### src/rtl/pipe_reg_skid_pkg.sv
// pipe_reg_skid_pkg: shared state encoding and occupancy helpers for the skid pipeline stage.
package pipe_reg_skid_pkg;

    localparam int OCC_W = 2;

    typedef enum logic [1:0] {
        ST_EMPTY = 2'd0,
        ST_ONE   = 2'd1,
        ST_TWO   = 2'd2
    } state_e;

    // The state encoding doubles as the held-entry count.
    function automatic logic [OCC_W-1:0] occ_of(input state_e s);
        return OCC_W'(s);
    endfunction

endpackage

### src/rtl/pipe_reg_skid_dffr_en.sv
// dffr_en: WIDTH-bit register with synchronous active-high reset and load enable.
module dffr_en #(
    parameter int               WIDTH     = 32,
    parameter logic [WIDTH-1:0] RESET_VAL = '0
) (
    input  logic             clk_i,
    input  logic             rst_i,
    input  logic             en_i,
    input  logic [WIDTH-1:0] d_i,
    output logic [WIDTH-1:0] q_o
);

    always_ff @(posedge clk_i) begin
        if (rst_i)
            q_o <= RESET_VAL;
        else if (en_i)
            q_o <= d_i;
    end

endmodule

### src/rtl/pipe_reg_skid.sv
// pipe_reg_skid: pipeline register stage with valid/ready handshake, flush and a 2-entry skid buffer.
// in_ready, out_valid and occupancy are decoded purely from the registered state.
module pipe_reg_skid
    import pipe_reg_skid_pkg::*;
#(
    parameter int               WIDTH     = 32,
    parameter logic [WIDTH-1:0] RESET_VAL = '0,
    parameter bit               FLUSH_CLR = 1'b1
) (
    input  logic             clk,
    input  logic             reset,
    input  logic             flush,
    input  logic             in_valid,
    output logic             in_ready,
    input  logic [WIDTH-1:0] in_data,
    output logic             out_valid,
    input  logic             out_ready,
    output logic [WIDTH-1:0] out_data,
    output logic [OCC_W-1:0] occupancy
);

    state_e           state_q, state_d;
    logic             main_en, skid_en;
    logic [WIDTH-1:0] main_d, skid_q;
    logic             in_fire, out_fire;

    assign in_ready  = state_q != ST_TWO;
    assign out_valid = state_q != ST_EMPTY;
    assign occupancy = occ_of(state_q);
    assign in_fire   = in_valid & in_ready;
    assign out_fire  = out_valid & out_ready;

    always_ff @(posedge clk) begin
        if (reset)
            state_q <= ST_EMPTY;
        else
            state_q <= state_d;
    end

    always_comb begin
        state_d = state_q;
        main_en = 1'b0;
        main_d  = in_data;
        skid_en = 1'b0;
        if (flush) begin
            state_d = ST_EMPTY;
            main_en = FLUSH_CLR;
            main_d  = RESET_VAL;
        end else begin
            case (state_q)
                ST_EMPTY: begin
                    state_d = in_fire ? ST_ONE : ST_EMPTY;
                    main_en = in_fire;
                end
                ST_ONE: begin
                    main_en = in_fire & out_fire;
                    skid_en = in_fire & ~out_fire;
                    state_d = (in_fire & ~out_fire) ? ST_TWO :
                              (~in_fire & out_fire) ? ST_EMPTY : ST_ONE;
                end
                ST_TWO: begin
                    // Skid entry is always the younger one, so it refills main.
                    state_d = out_fire ? ST_ONE : ST_TWO;
                    main_en = out_fire;
                    main_d  = skid_q;
                end
                default: state_d = ST_EMPTY;
            endcase
        end
    end

    dffr_en #(.WIDTH(WIDTH), .RESET_VAL(RESET_VAL)) u_main (
        .clk_i (clk),
        .rst_i (reset),
        .en_i  (main_en),
        .d_i   (main_d),
        .q_o   (out_data)
    );

    dffr_en #(.WIDTH(WIDTH), .RESET_VAL(RESET_VAL)) u_skid (
        .clk_i (clk),
        .rst_i (reset),
        .en_i  (skid_en),
        .d_i   (in_data),
        .q_o   (skid_q)
    );

endmodule
### config.mk
export PLATFORM = sky130hd
export DESIGN_NAME = pipe_reg_skid
export DESIGN_NICKNAME = d
export VERILOG_FILES = /design/src/rtl/pipe_reg_skid_pkg.sv /design/src/rtl/pipe_reg_skid_dffr_en.sv /design/src/rtl/pipe_reg_skid.sv
export SDC_FILE = /design/constraint.sdc
export NUM_CORES = 1
export LEC_CHECK = 0
export ABC_CLOCK_PERIOD_IN_PS = 2200
export CAP_MARGIN = 5
export CORE_UTILIZATION = 38
export CTS_CLUSTER_DIAMETER = 60
export CTS_CLUSTER_SIZE = 8
export DETAILED_ROUTE_END_ITERATION = 8
export PLACE_DENSITY = 0.78
export SLEW_MARGIN = 20
export SYNTH_ARGS = -nofsm -noshare
export SYNTH_HDL_FRONTEND = slang
export SYNTH_SLANG_ARGS = --single-unit
### constraint.sdc
create_clock -name clk -period 2.2 [get_ports clk]
set_input_delay 0.33 -clock clk [delete_from_list [all_inputs] [get_ports clk]]
set_output_delay 0.33 -clock clk [all_outputs]
set_load 0.03 [all_outputs]
==> run summary, run 1 <==
SYNTHESIS
--------------------------------------------------------------------------------------
Number of distinct standard cells referenced by the synthesized netlist             30
Sequential element share of the synthesized area                                43.76%
Mapped Nets                                                                        352
Mean cell area of the mapped netlist                                         9.646 um2
Leading cell types by total area after synthesis                          dfxtp_1 44%, mux2i_1 11%, nand2_1 8.1%
Yosys synthesis warning count                                                        0
Fraction of synthesized cell area taken by the top area cell type               43.76%
Cell area after synthesis                                                 0.003019 mm2
Cell taking the most area after synthesis                                      dfxtp_1
Count of mapped cells out of synthesis                                             313
Register bit total from synthesis                                                   66

DRT
--------------------------------------------------------------------------------------
Overall routed net length                                                      7085 um
Vias/cell                                                                        5.250
Router iterations before antenna repair                                              4
Via Count                                                                         2541
Antenna viol nets, final                                                             0
Initial detailed-routing violation count                                            82
Total DRC errors in the routed layout                                                0
Routed wire per std cell                                                      14.64 um

WORST SETUP PATH
--------------------------------------------------------------------------------------
Ordered cell list for the critical path                                   or2_4 -> and2_1 -> ha_1 -> mux2_4 -> buf_4 -> a211oi_1 -> a211oi_2
Worst-path cell with the longest stage delay                                   dfxtp_4
Beginning of the worst register-to-register path                          occupancy[1]
Worst EP required                                                              2.40 ns
Critical path buffers and inverters                                                  1
Worst EP arrival                                                               2.26 ns
Critical Setup Path Class                                                 flip-flop to flip-flop
Max incr delay on CP                                                           0.39 ns
Maximum net fanout on the critical path                                             16
Endpoint kind of the worst setup timing path                                 flip-flop
Cell type group with the largest total delay on the critical path         simple AND/OR/NAND/NOR gates
Setup crit start kind                                                        flip-flop
Timing startpoint of the critical path                                    occupancy[1]

TIMING
--------------------------------------------------------------------------------------
Fmax achieved                                                                487.5 MHz
WHS                                                                          0.3619 ns
Fraction of the cycle the final worst path needs                                93.23%
Final min period                                                              2.051 ns
Aggregate negative setup slack                                                    0 ns
Layout Skew                                                                0.006064 ns
Slew @ Worst Pin                                                             0.5848 ns
Slew Viols, Final                                                                    0
Total of endpoints with negative setup slack in the final report                     0
Unrepaired setup endpoints after global routing                                     no
Hold Fails Final Rpt                                                                 0
Max-slew headroom at the worst pin                                              61.01%

FLOORPLAN
--------------------------------------------------------------------------------------
Core region area                                                          0.007687 mm2
DIE WIDTH                                                                     91.14 um
Floorplan die area                                                        0.008306 mm2
Boundary pin count                                                                  73
Initial cell density of the core                                                39.27%
FP Rows                                                                             32
Floorplan die height                                                          91.14 um

FINAL LAYOUT
--------------------------------------------------------------------------------------
Final-layout fill cell count                                                       700
Share of post-route cells with drive strength above 1                           15.18%
Layout Nets                                                                        417
Total area of sequential cells                                            0.001329 mm2
Utilization after layout                                                        52.57%
Multi-input logic area                                                    0.001567 mm2
Layout area overhead                                                            33.86%
Final std cell area, no fill                                              0.004041 mm2
Antenna cells                                                                        0

GRT
--------------------------------------------------------------------------------------
Met1 track demand over resource                                                 22.39%
Grt peak-use layer                                                                met2
Overflow left after global routing                                                   0
Global-route wire length before repair                                        11610 um
Routing usage on met3                                                           6.616%
Vias in the first global route                                                    2392
Pin count of the biggest net entering global routing                                53
All-Layer GR Usage                                                              17.71%
Global Route met2 Usage                                                         27.97%
Initial antenna violation count                                                      0

PLACED DESIGN
--------------------------------------------------------------------------------------
Final HPWL from detailed placement                                             4687 um
Total of buffers placed on input and output ports                                   72
Area after detailed placement                                             0.003861 mm2
Placer congestion estimate                                                      0.7643

PWR
--------------------------------------------------------------------------------------
Leakage power summed over all cells                                           1.542 nW
Switch Pwr                                                                   0.6594 mW
Ratio of total power to cell area                                         638.0 mW/mm2
Internal power of the cells                                                   1.919 mW
Combinational share of power                                                     15.3%
Proportion of total power due to net switching                                  25.57%
Part of the power in registers                                                   48.4%
Clock power frac                                                                 36.3%
Worst IR drop on VDD                                                       0.0003612 V

CTS
--------------------------------------------------------------------------------------
CTS tree                                                                          done
Clock latency on the worst-skew pair                                           0.34 ns
Setup Buffers After CTS                                                              0
Clock sink total                                                                    66
CTS root buf                                                                  clkbuf_8
Hold Buf Count CTS                                                                   0
Cells resized by post-CTS repair                                                     0
H-Tree Depth                                                                         3
Clock buffer depth                                                                   2
Number of buffers added by the clock tree synthesis step                             9
Worst-path clk slew                                                            0.07 ns

HOLD PATH
--------------------------------------------------------------------------------------
Worst hold start                                                                 reset
Classification of the worst-slack hold path                               primary input to flip-flop

RUN
--------------------------------------------------------------------------------------
Max capacitance violation total                                                      0

STATUS
--------------------------------------------------------------------------------------
Result of the run                                                            completed

flip-flops by register name, summed over array words and instances, names as in the netlist:
| register | count |
|---|---|
| occupancy | 2 |
| u_main.q_o | 32 |
| u_skid.q_o | 32 |
cell type report:
cell class	instances	share of cell area, %
timing repair buffer	84	20.56
clock buffer	13	4.211
multi-input combinational	215	38.76
sequential	66	32.88
inverter	2	0.1858
clock inverter	2	0.2477
tap	102	3.158
cell usage after synthesis:
master     number
dfxtp_1        66
nand2_1        65
a21oi_1        33
mux2i_1        32
a211oi_1       22
nand2b_1       17
clkbuf_1       14
a211oi_2       10
o32ai_2        10
buf_2           9
o32ai_1         6
buf_4           4
buf_6           3
and2_1          2
ha_1            2
nor2_1          2
nor2b_1         2
or2_2           2
a211o_4         1
a21o_1          1
a2bb2oi_4       1
and3b_1         1
clkinv_1        1
inv_1           1
mux2_4          1
nand3b_1        1
nand4bb_1       1
nor4bb_1        1
o21ai_0         1
o22a_1          1
final timing paths:
path | to | slack (ns) | cells after the start
max | u_main.q_o[5] | 0.15 | 7
min | u_skid.q_o[28] | 0.36 | 2
max reg2reg | u_main.q_o[5] | 0.15 | 7
min reg2reg | u_skid.q_o[12] | 0.45 | 2
worst reg2reg max path, cell delays in order (launching register included):
cell and delay, ns:
dfxtp_4 0.39, or2_4 0.26, and2_1 0.18, ha_1 0.19, mux2_4 0.29, buf_4 0.21, a211oi_1 0.33, a211oi_2 0.08
power groups by stage:
stage | Clock, mW | Sequential [mW] | Combinational [mW]
6_report | 0.935 | 1.25 | 0.394
5_1_grt | 1.03 | 1.25 | 0.419
4_1_cts | 0.957 | 1.25 | 0.396
3_5_place_dp | 0 | 1.28 | 0.394
3_3_place_gp | 0 | 1.28 | 0.389
2_1_floorplan | 0 | 1.32 | 0.183
layer usage:
layer  up-vias  part of all wire [%]
li1       1240                     -
met4         0                   1.4
met1      1228                    46
met5         -                     0
met3         8                   5.7
met2        65                    47
cells in the final DEF (no fill, tap or decap), drive strengths merged:
cell | netlist | final
mux2i | 32 | 32
a2bb2oi | 1 | 1
dfxtp | 66 | 66
ha | 2 | 2
and3b | 1 | 1
a21oi | 33 | 33
o21ai | 1 | 1
nor2 | 2 | 2
a211o | 1 | 1
nand2b | 17 | 17
a211oi | 32 | 32
o22a | 1 | 1
a21o | 1 | 1
nor2b | 2 | 2
and2 | 2 | 2
clkbuf | 14 | 13
buf | 16 | 13
nand3b | 1 | 1
o32ai | 16 | 16
mux2 | 1 | 1
inv | 1 | 1
or2 | 2 | 2
nand2 | 65 | 65
nand4bb | 1 | 1
nor4bb | 1 | 1
clkdlybuf4s50 | 0 | 71
clkinv | 1 | 3
stage by stage:
stage,cells,setup WS (ns),total power [mW]
6_report,484,0.1489,2.579
5_1_grt,484,0.08480,2.696
4_1_cts,484,0.1494,2.602
3_5_place_dp,469,0.03001,1.670
3_3_place_gp,469,0.09823,1.665
2_1_floorplan,313,0.005744,1.502
kinds of logic after synthesis:
kind of cell             after synthesis  synth area share (%)
AND/OR/NAND/NOR                       94                 14.34
AO/OA/AOI/OAI                         86                 24.37
flip-flops                            66                 43.76
multiplexers                          33                 11.11
buffers and inverters                 32                 5.594
adder cells (fa/ha/maj)                2                0.8287
(Power assumes the default switching activity.)
==> run 2: changes to the inputs <==
--- a/config.mk
+++ b/config.mk
@@ -5,13 +5,13 @@
 export SDC_FILE = /design/constraint.sdc
 export NUM_CORES = 1
 export LEC_CHECK = 0
-export ABC_CLOCK_PERIOD_IN_PS = 2200
+export ABC_CLOCK_PERIOD_IN_PS = 1900
 export CAP_MARGIN = 5
 export CORE_UTILIZATION = 38
 export CTS_CLUSTER_DIAMETER = 60
 export CTS_CLUSTER_SIZE = 8
 export DETAILED_ROUTE_END_ITERATION = 8
-export PLACE_DENSITY = 0.78
+export PLACE_DENSITY = 0.76
 export SLEW_MARGIN = 20
 export SYNTH_ARGS = -nofsm -noshare
 export SYNTH_HDL_FRONTEND = slang
==> constraint.sdc (replaced) <==
create_clock -name clk -period 1.9 [get_ports clk]
set_input_delay 0.285 -clock clk [delete_from_list [all_inputs] [get_ports clk]]
set_output_delay 0.285 -clock clk [all_outputs]
set_load 0.03 [all_outputs]
==> run summary, run 2 (same netlist as run 1, synthesis figures left out) <==
STATUS
-------------------------------------------------------------------------------
Result of the run                                                     completed

TIMING
-------------------------------------------------------------------------------
Final min period                                                       1.869 ns   -0.1823 ns
Final worst slack                                                    0.03118 ns   -0.1177 ns
Max-slew headroom at the worst pin                                       65.42%   +4.4 points
WHS                                                                   0.4520 ns   +0.09011 ns
Fraction of the cycle the final worst path needs                         98.36%   +5.1 points
Aggregate negative setup slack                                             0 ns   unchanged
Unrepaired setup endpoints after global routing                             yes
Slew @ Worst Pin                                                      0.5187 ns   -0.06608 ns
Hold Fails Final Rpt                                                          0   unchanged
Total of endpoints with negative setup slack in the final report              0   unchanged
Slew Viols, Final                                                             0   unchanged
Layout Skew                                                         0.008615 ns   +0.002551 ns
Fmax achieved                                                         535.1 MHz   +9.8%

CTS
-------------------------------------------------------------------------------
CTS tree                                                                   done
Hold Buf Count CTS                                                            0   unchanged
CTS root buf                                                           clkbuf_8
Clock buffer depth                                                            2   unchanged
Setup Buffers After CTS                                                       0   unchanged
H-Tree Depth                                                                  3   unchanged
Clock latency on the worst-skew pair                                    0.34 ns   about the same
Worst-path clk slew                                                     0.07 ns   about the same
Clock sink total                                                             66   unchanged
Number of buffers added by the clock tree synthesis step                      9   unchanged

WORST SETUP PATH
-------------------------------------------------------------------------------
Maximum net fanout on the critical path                                       8   -8
Worst reg-to-reg path cell count                                              7   unchanged
Capturing point of the worst reg2reg path                          u_main.q_o[24]
Worst-case register-to-register setup slack                             0.03 ns   -0.12 ns
Worst-path cell with the longest stage delay                            dfxtp_4
Worst EP required                                                       2.16 ns   -0.24 ns
Critical Setup Path Class                                          flip-flop to flip-flop
Beginning of the worst register-to-register path                   occupancy[1]
Ordered cell list for the critical path                            or2_4 -> and2_4 -> ha_4 -> mux2_4 -> a21o_4 -> buf_12 -> a211oi_2
Max incr delay on CP                                                    0.34 ns   -0.05 ns
Endpoint kind of the worst setup timing path                          flip-flop
Setup crit start kind                                                 flip-flop
Worst EP arrival                                                        2.13 ns   -0.13 ns

PLACED DESIGN
-------------------------------------------------------------------------------
Worst-case setup slack after placement                               -0.1609 ns   -0.1909 ns
Total of buffers placed on input and output ports                            72   unchanged
Placer congestion estimate                                               0.7579   -0.84%
Final HPWL from detailed placement                                      4709 um   +0.49%

FINAL LAYOUT
-------------------------------------------------------------------------------
Share of post-route cells with drive strength above 1                    21.39%   +6.2 points
Antenna cells                                                                 0   unchanged
Layout area overhead                                                     42.31%
Layout Nets                                                                 422   +1.2%
Most frequent cells in the layout                                  70 x clkdlybuf4s50_1, 65 x nand2_1, 64 x dfxtp_1
Utilization after layout                                                 55.89%   +3.3 points
Most common cell after layout, fill and taps aside                 clkdlybuf4s50_1

FLOORPLAN
-------------------------------------------------------------------------------
FP Rows                                                                      32   unchanged
Boundary pin count                                                           73   unchanged
Initial cell density of the core                                         39.27%   unchanged
DIE WIDTH                                                              91.14 um   unchanged
Floorplan die height                                                   91.14 um   unchanged
Floorplan die area                                                 0.008306 mm2   unchanged
Core region area                                                   0.007687 mm2   unchanged

HOLD PATH
-------------------------------------------------------------------------------
Classification of the worst-slack hold path                        flip-flop to flip-flop
Worst hold start                                                   u_skid.q_o[10]
Number of cells on the worst hold path                                        2   unchanged
Worst hold endpoint                                                u_skid.q_o[10]

PWR
-------------------------------------------------------------------------------
Ratio of total power to cell area                                  775.8 mW/mm2   +22%
Leakage power summed over all cells                                    1.634 nW   +6.0%
Worst IR drop on VDD                                                0.0005382 V   +49%

GRT
-------------------------------------------------------------------------------
Vias in the first global route                                             2409   +0.71%
Routing usage on met3                                                    6.198%   -0.42 points
All-Layer GR Usage                                                       18.36%   +0.65 points
Grt peak-use layer                                                         met2
Initial antenna violation count                                               1   +1
Global-route wire length before repair                                 11990 um   +3.3%
Pin count of the biggest net entering global routing                         50   -5.7%
Met1 track demand over resource                                          23.45%   +1.1 points
Overflow left after global routing                                            0   unchanged
Global Route met2 Usage                                                  29.48%   +1.5 points

DRT
-------------------------------------------------------------------------------
Overall routed net length                                               7558 um   +6.7%
Via Count                                                                  2546   +0.20%
Total DRC errors in the routed layout                                         0   unchanged
Antenna viol nets, final                                                      0   unchanged
Routed wire per std cell                                               15.42 um   +5.4%
Initial detailed-routing violation count                                     81   -1.2%
Router iterations before antenna repair                                       5   +1
Vias/cell                                                                 5.196   -1.0%

RUN
-------------------------------------------------------------------------------
Max capacitance violation total                                               0   unchanged

## run 2: cell types whose count changed in the layout (fill, tap and decap cells not counted), moves of 3 or more
cell / delta
a211oi_1: -10
buf_6: +3
buf_12: +4
a211oi_2: +10
buf_4: -3
## run 2: through the flow
stage	power [mW]	instance area, um2	std cells
floorplan	1.746	3128	313
global placement	1.940	3951	472
detailed placement	1.949	3951	472
CTS	3.333	4207	489
global route	3.472	4297	490
finish	3.333	4297	490
## run 2: routing by layer
layer | wire length (um) | part of all wire [%]
met2 | 3518 | 47
met5 | 13 | 0.17
met1 | 3475 | 46
met4 | 66 | 0.87
met3 | 484 | 6.4
## run 2: worst max-delay path by stage
stage / depth (start not counted) / from / endpoint
after floorplan: 10 / occupancy[0] / u_main.q_o[0]
after global placement: 6 / in_valid / u_main.q_o[6]
after detailed placement: 6 / in_valid / u_main.q_o[6]
after CTS: 6 / occupancy[1] / u_main.q_o[16]
after global routing: 7 / occupancy[1] / u_main.q_o[24]
final: 7 / occupancy[1] / u_main.q_o[24]
## run 2: final cells by class
cell class | instances | area, um2
fill | 659 | 3391
inverter | 2 | 7.507
clock buffer | 12 | 165.2
sequential | 66 | 1329
clock inverter | 4 | 71.32
timing repair buffer | 88 | 937.1
multi-input combinational | 216 | 1659
tap | 102 | 127.6
## run 2: where the power goes
| part | internal [mW] | switching, mW |
|---|---|---|
| Sequential | 1.42 | 0.0255 |
| Combinational | 0.252 | 0.250 |
| Clock | 0.845 | 0.541 |
## run 2: worst max-delay path, delay by kind of cell (launching register included)
family | cells | cell delay, ns
AOI/OAI and AO/OA | 2 | 0.46
and+or+nand+nor | 2 | 0.39
DFF | 1 | 0.34
muxes | 1 | 0.31
adders and majority gates | 1 | 0.14
buffers and inverters | 1 | 0.14
## run 2: repair_timing
item,4_1_cts,5_1_grt
cloned,1,1
endpoints found under the setup margin,2,28
endpoints found under the hold margin,0,0
gates resized for setup,2,14
pin swaps,1,3
==> run 3: changes to the inputs <==
--- a/config.mk
+++ b/config.mk
@@ -12,7 +12,8 @@
 export CTS_CLUSTER_SIZE = 8
 export DETAILED_ROUTE_END_ITERATION = 8
 export PLACE_DENSITY = 0.76
-export SLEW_MARGIN = 20
+export REMOVE_ABC_BUFFERS = 1
+export SLEW_MARGIN = 10
 export SYNTH_ARGS = -nofsm -noshare
 export SYNTH_HDL_FRONTEND = slang
 export SYNTH_SLANG_ARGS = --single-unit
==> run summary, run 3 (same netlist as run 1, synthesis figures left out) <==
FINAL LAYOUT
--------------------------------------------------------------------------------
Share of post-route cells with drive strength above 1                     24.62%   +3.2 points
Most frequent cells in the layout                                   69 x clkdlybuf4s50_1, 65 x nand2_1, 64 x dfxtp_1
Layout area overhead                                                      46.29%
Antenna cells                                                                  0   unchanged
Most common cell after layout, fill and taps aside                  clkdlybuf4s50_1
Layout Nets                                                                  432   +2.4%
Final-layout fill cell count                                                 676   +2.6%

TIMING
--------------------------------------------------------------------------------
Final worst slack                                                    -0.02762 ns   -0.05880 ns
Fraction of the cycle the final worst path needs                          101.5%   +3.1 points
Aggregate negative setup slack                                       -0.07132 ns   -0.07132 ns
Final min period                                                        1.928 ns   +0.05880 ns
Slew @ Worst Pin                                                       0.5070 ns   -0.01178 ns
Hold Fails Final Rpt                                                           0   unchanged
Total of endpoints with negative setup slack in the final report               3   +3
Unrepaired setup endpoints after global routing                              yes
Fmax achieved                                                          518.8 MHz   -3.1%
Slew Viols, Final                                                              0   unchanged
Layout Skew                                                          0.007240 ns   -0.001376 ns
Max-slew headroom at the worst pin                                        66.20%   +0.79 points

PWR
--------------------------------------------------------------------------------
Proportion of total power due to net switching                            25.41%   +0.94 points
Ratio of total power to cell area                                   780.2 mW/mm2   +0.57%
Clock power frac                                                           42.7%   +1.1 points
Leakage power summed over all cells                                     1.698 nW   +3.9%
Internal power of the cells                                             2.570 mW   +2.1%
Worst IR drop on VDD                                                 0.0006613 V   +23%
Switch Pwr                                                             0.8756 mW   +7.3%
Part of the power in registers                                             42.0%   -1.4 points
Combinational share of power                                               15.3%   +0.2 points

CTS
--------------------------------------------------------------------------------
Clock buffer depth                                                             2   unchanged
Number of buffers added by the clock tree synthesis step                       9   unchanged
H-Tree Depth                                                                   3   unchanged
Clock sink total                                                              66   unchanged
Clock latency on the worst-skew pair                                     0.35 ns   about the same
CTS root buf                                                            clkbuf_8
Hold Buf Count CTS                                                             0   unchanged
Worst-path clk slew                                                      0.08 ns   about the same
CTS tree                                                                    done

FLOORPLAN
--------------------------------------------------------------------------------
Floorplan die height                                                    91.14 um   unchanged
Core region area                                                    0.007687 mm2   unchanged
Boundary pin count                                                            73   unchanged
FP Rows                                                                       32   unchanged
Floorplan die area                                                  0.008306 mm2   unchanged
DIE WIDTH                                                               91.14 um   unchanged
Initial cell density of the core                                          39.27%   unchanged

WORST SETUP PATH
--------------------------------------------------------------------------------
Endpoint kind of the worst setup timing path                           flip-flop
Worst EP arrival                                                         2.20 ns   +0.07 ns
Maximum net fanout on the critical path                                        8   unchanged
Ordered cell list for the critical path                             or2_4 -> and2_4 -> ha_4 -> mux2_4 -> a21o_4 -> clkbuf_16 -> a211oi_2
Cell type group with the largest total delay on the critical path   compound AO/OA/AOI/OAI gates
Setup crit start kind                                                  flip-flop
Worst-path cell with the longest stage delay                             dfxtp_4
Max incr delay on CP                                                     0.36 ns   +0.02 ns
Critical Setup Path Class                                           flip-flop to flip-flop
Worst EP required                                                        2.17 ns   about the same
Critical path buffers and inverters                                            1   unchanged

DRT
--------------------------------------------------------------------------------
Vias/cell                                                                  5.198   about the same
Antenna viol nets, final                                                       0   unchanged
Total DRC errors in the routed layout                                          0   unchanged
Via Count                                                                   2599   +2.1%
Overall routed net length                                                8201 um   +8.5%
Router iterations before antenna repair                                        4   -1
Initial detailed-routing violation count                                     110   +36%
Routed wire per std cell                                                16.40 um   +6.3%

GRT
--------------------------------------------------------------------------------
Grt peak-use layer                                                          met2
Vias in the first global route                                              2565   +6.5%
Global Route met2 Usage                                                   34.79%   +5.3 points
Met1 track demand over resource                                           23.73%   +0.27 points
Global-route wire length before repair                                  12930 um   +7.9%
Routing usage on met3                                                     5.025%   -1.2 points
Pin count of the biggest net entering global routing                          55   +10%
Overflow left after global routing                                             0   unchanged
All-Layer GR Usage                                                        19.71%   +1.3 points
Initial antenna violation count                                                0   -1

RUN
--------------------------------------------------------------------------------
Max capacitance violation total                                                0   unchanged

STATUS
--------------------------------------------------------------------------------
Failing checks                                                      negative setup slack
Result of the run                                                   finished, violations left

PLACED DESIGN
--------------------------------------------------------------------------------
Worst-case setup slack after placement                                -0.1806 ns   -0.01968 ns
Total of buffers placed on input and output ports                             72   unchanged
Final HPWL from detailed placement                                       4692 um   -0.38%
Placer congestion estimate                                                0.7522   -0.75%

HOLD PATH
--------------------------------------------------------------------------------
Classification of the worst-slack hold path                         primary input to flip-flop

run 3: changes by cell type in the layout (fill, tap and decap cells not counted), moves of 2 or more:
cell      before  now
a211oi_1      10    6
a211oi_2      22   26
a21oi_1       31   33
a21oi_2        2    0
buf_4          7   16
clkbuf_8      12    9
clkinv_4       0    2
inv_6          0    2
o32ai_1        6    4
o32ai_2       10   12
run 3: path summary, 6_finish.rpt:
kind	slack, ns	depth (start not counted)	end	from
max	-0.03	7	u_main.q_o[22]	occupancy[0]
min	0.31	2	u_skid.q_o[30]	reset
max reg2reg	-0.03	7	u_main.q_o[22]	occupancy[0]
min reg2reg	0.45	2	u_skid.q_o[15]	u_skid.q_o[15]
run 3: worst register-to-register path, cell delays in order, from the launching register on:
cell,delay [ns]
dfxtp_4,0.36
or2_4,0.23
and2_4,0.15
ha_4,0.15
mux2_4,0.32
a21o_4,0.26
clkbuf_16,0.17
a211oi_2,0.20
run 3: per-layer routing:
| layer | routed length [um] | share of wire (%) |
|---|---|---|
| met5 | 0 | 0 |
| met4 | 85 | 1.0 |
| met3 | 405 | 4.9 |
| met2 | 4196 | 51 |
| met1 | 3514 | 43 |
run 3: layout make-up:
class                   count  area [um2]  share of cell area [%]
repair buffers             98        1020                   23.09
flip-flops and latches     66        1326                   30.03
multi-input cells         216        1687                   38.19
clock inverters             7       125.1                   2.833
clock buffers               9       123.9                   2.805
inverters                   2       7.507                  0.1700
well taps                 102       127.6                   2.890
run 3: power by group through the flow:
| stage | combinational (mW) | clock (mW) | sequential (mW) |
|---|---|---|---|
| 6_report | 0.527 | 1.47 | 1.45 |
| 5_1_grt | 0.556 | 1.56 | 1.45 |
| 4_1_cts | 0.499 | 1.50 | 1.45 |
| 3_5_place_dp | 0.472 | 0 | 1.48 |
| 3_3_place_gp | 0.463 | 0 | 1.48 |
| 2_1_floorplan | 0.169 | 0 | 1.53 |
run 3: timing repair:
item,4_1_cts,5_1_grt
resized for setup,22,11
pin swaps,3,5
setup endpoints to repair,34,60
gates cloned,1,2
setup buffers,1,5
run 3: stage by stage:
step / cell area, um2 / util [%] / power [mW] / cells / hold slack (ns)
final: 4417 / 57.45 / 3.446 / 500 / 0.3086
after floorplan: 2858 / - / 1.700 / 283 / 0.3541
after global placement: 3906 / 50.81 / 1.938 / 475 / 0.4403
after CTS: 4267 / 55.50 / 3.445 / 493 / 0.2954
after detailed placement: 3906 / 50.81 / 1.949 / 475 / 0.4456
after global routing: 4417 / 57.45 / 3.568 / 500 / 0.2964
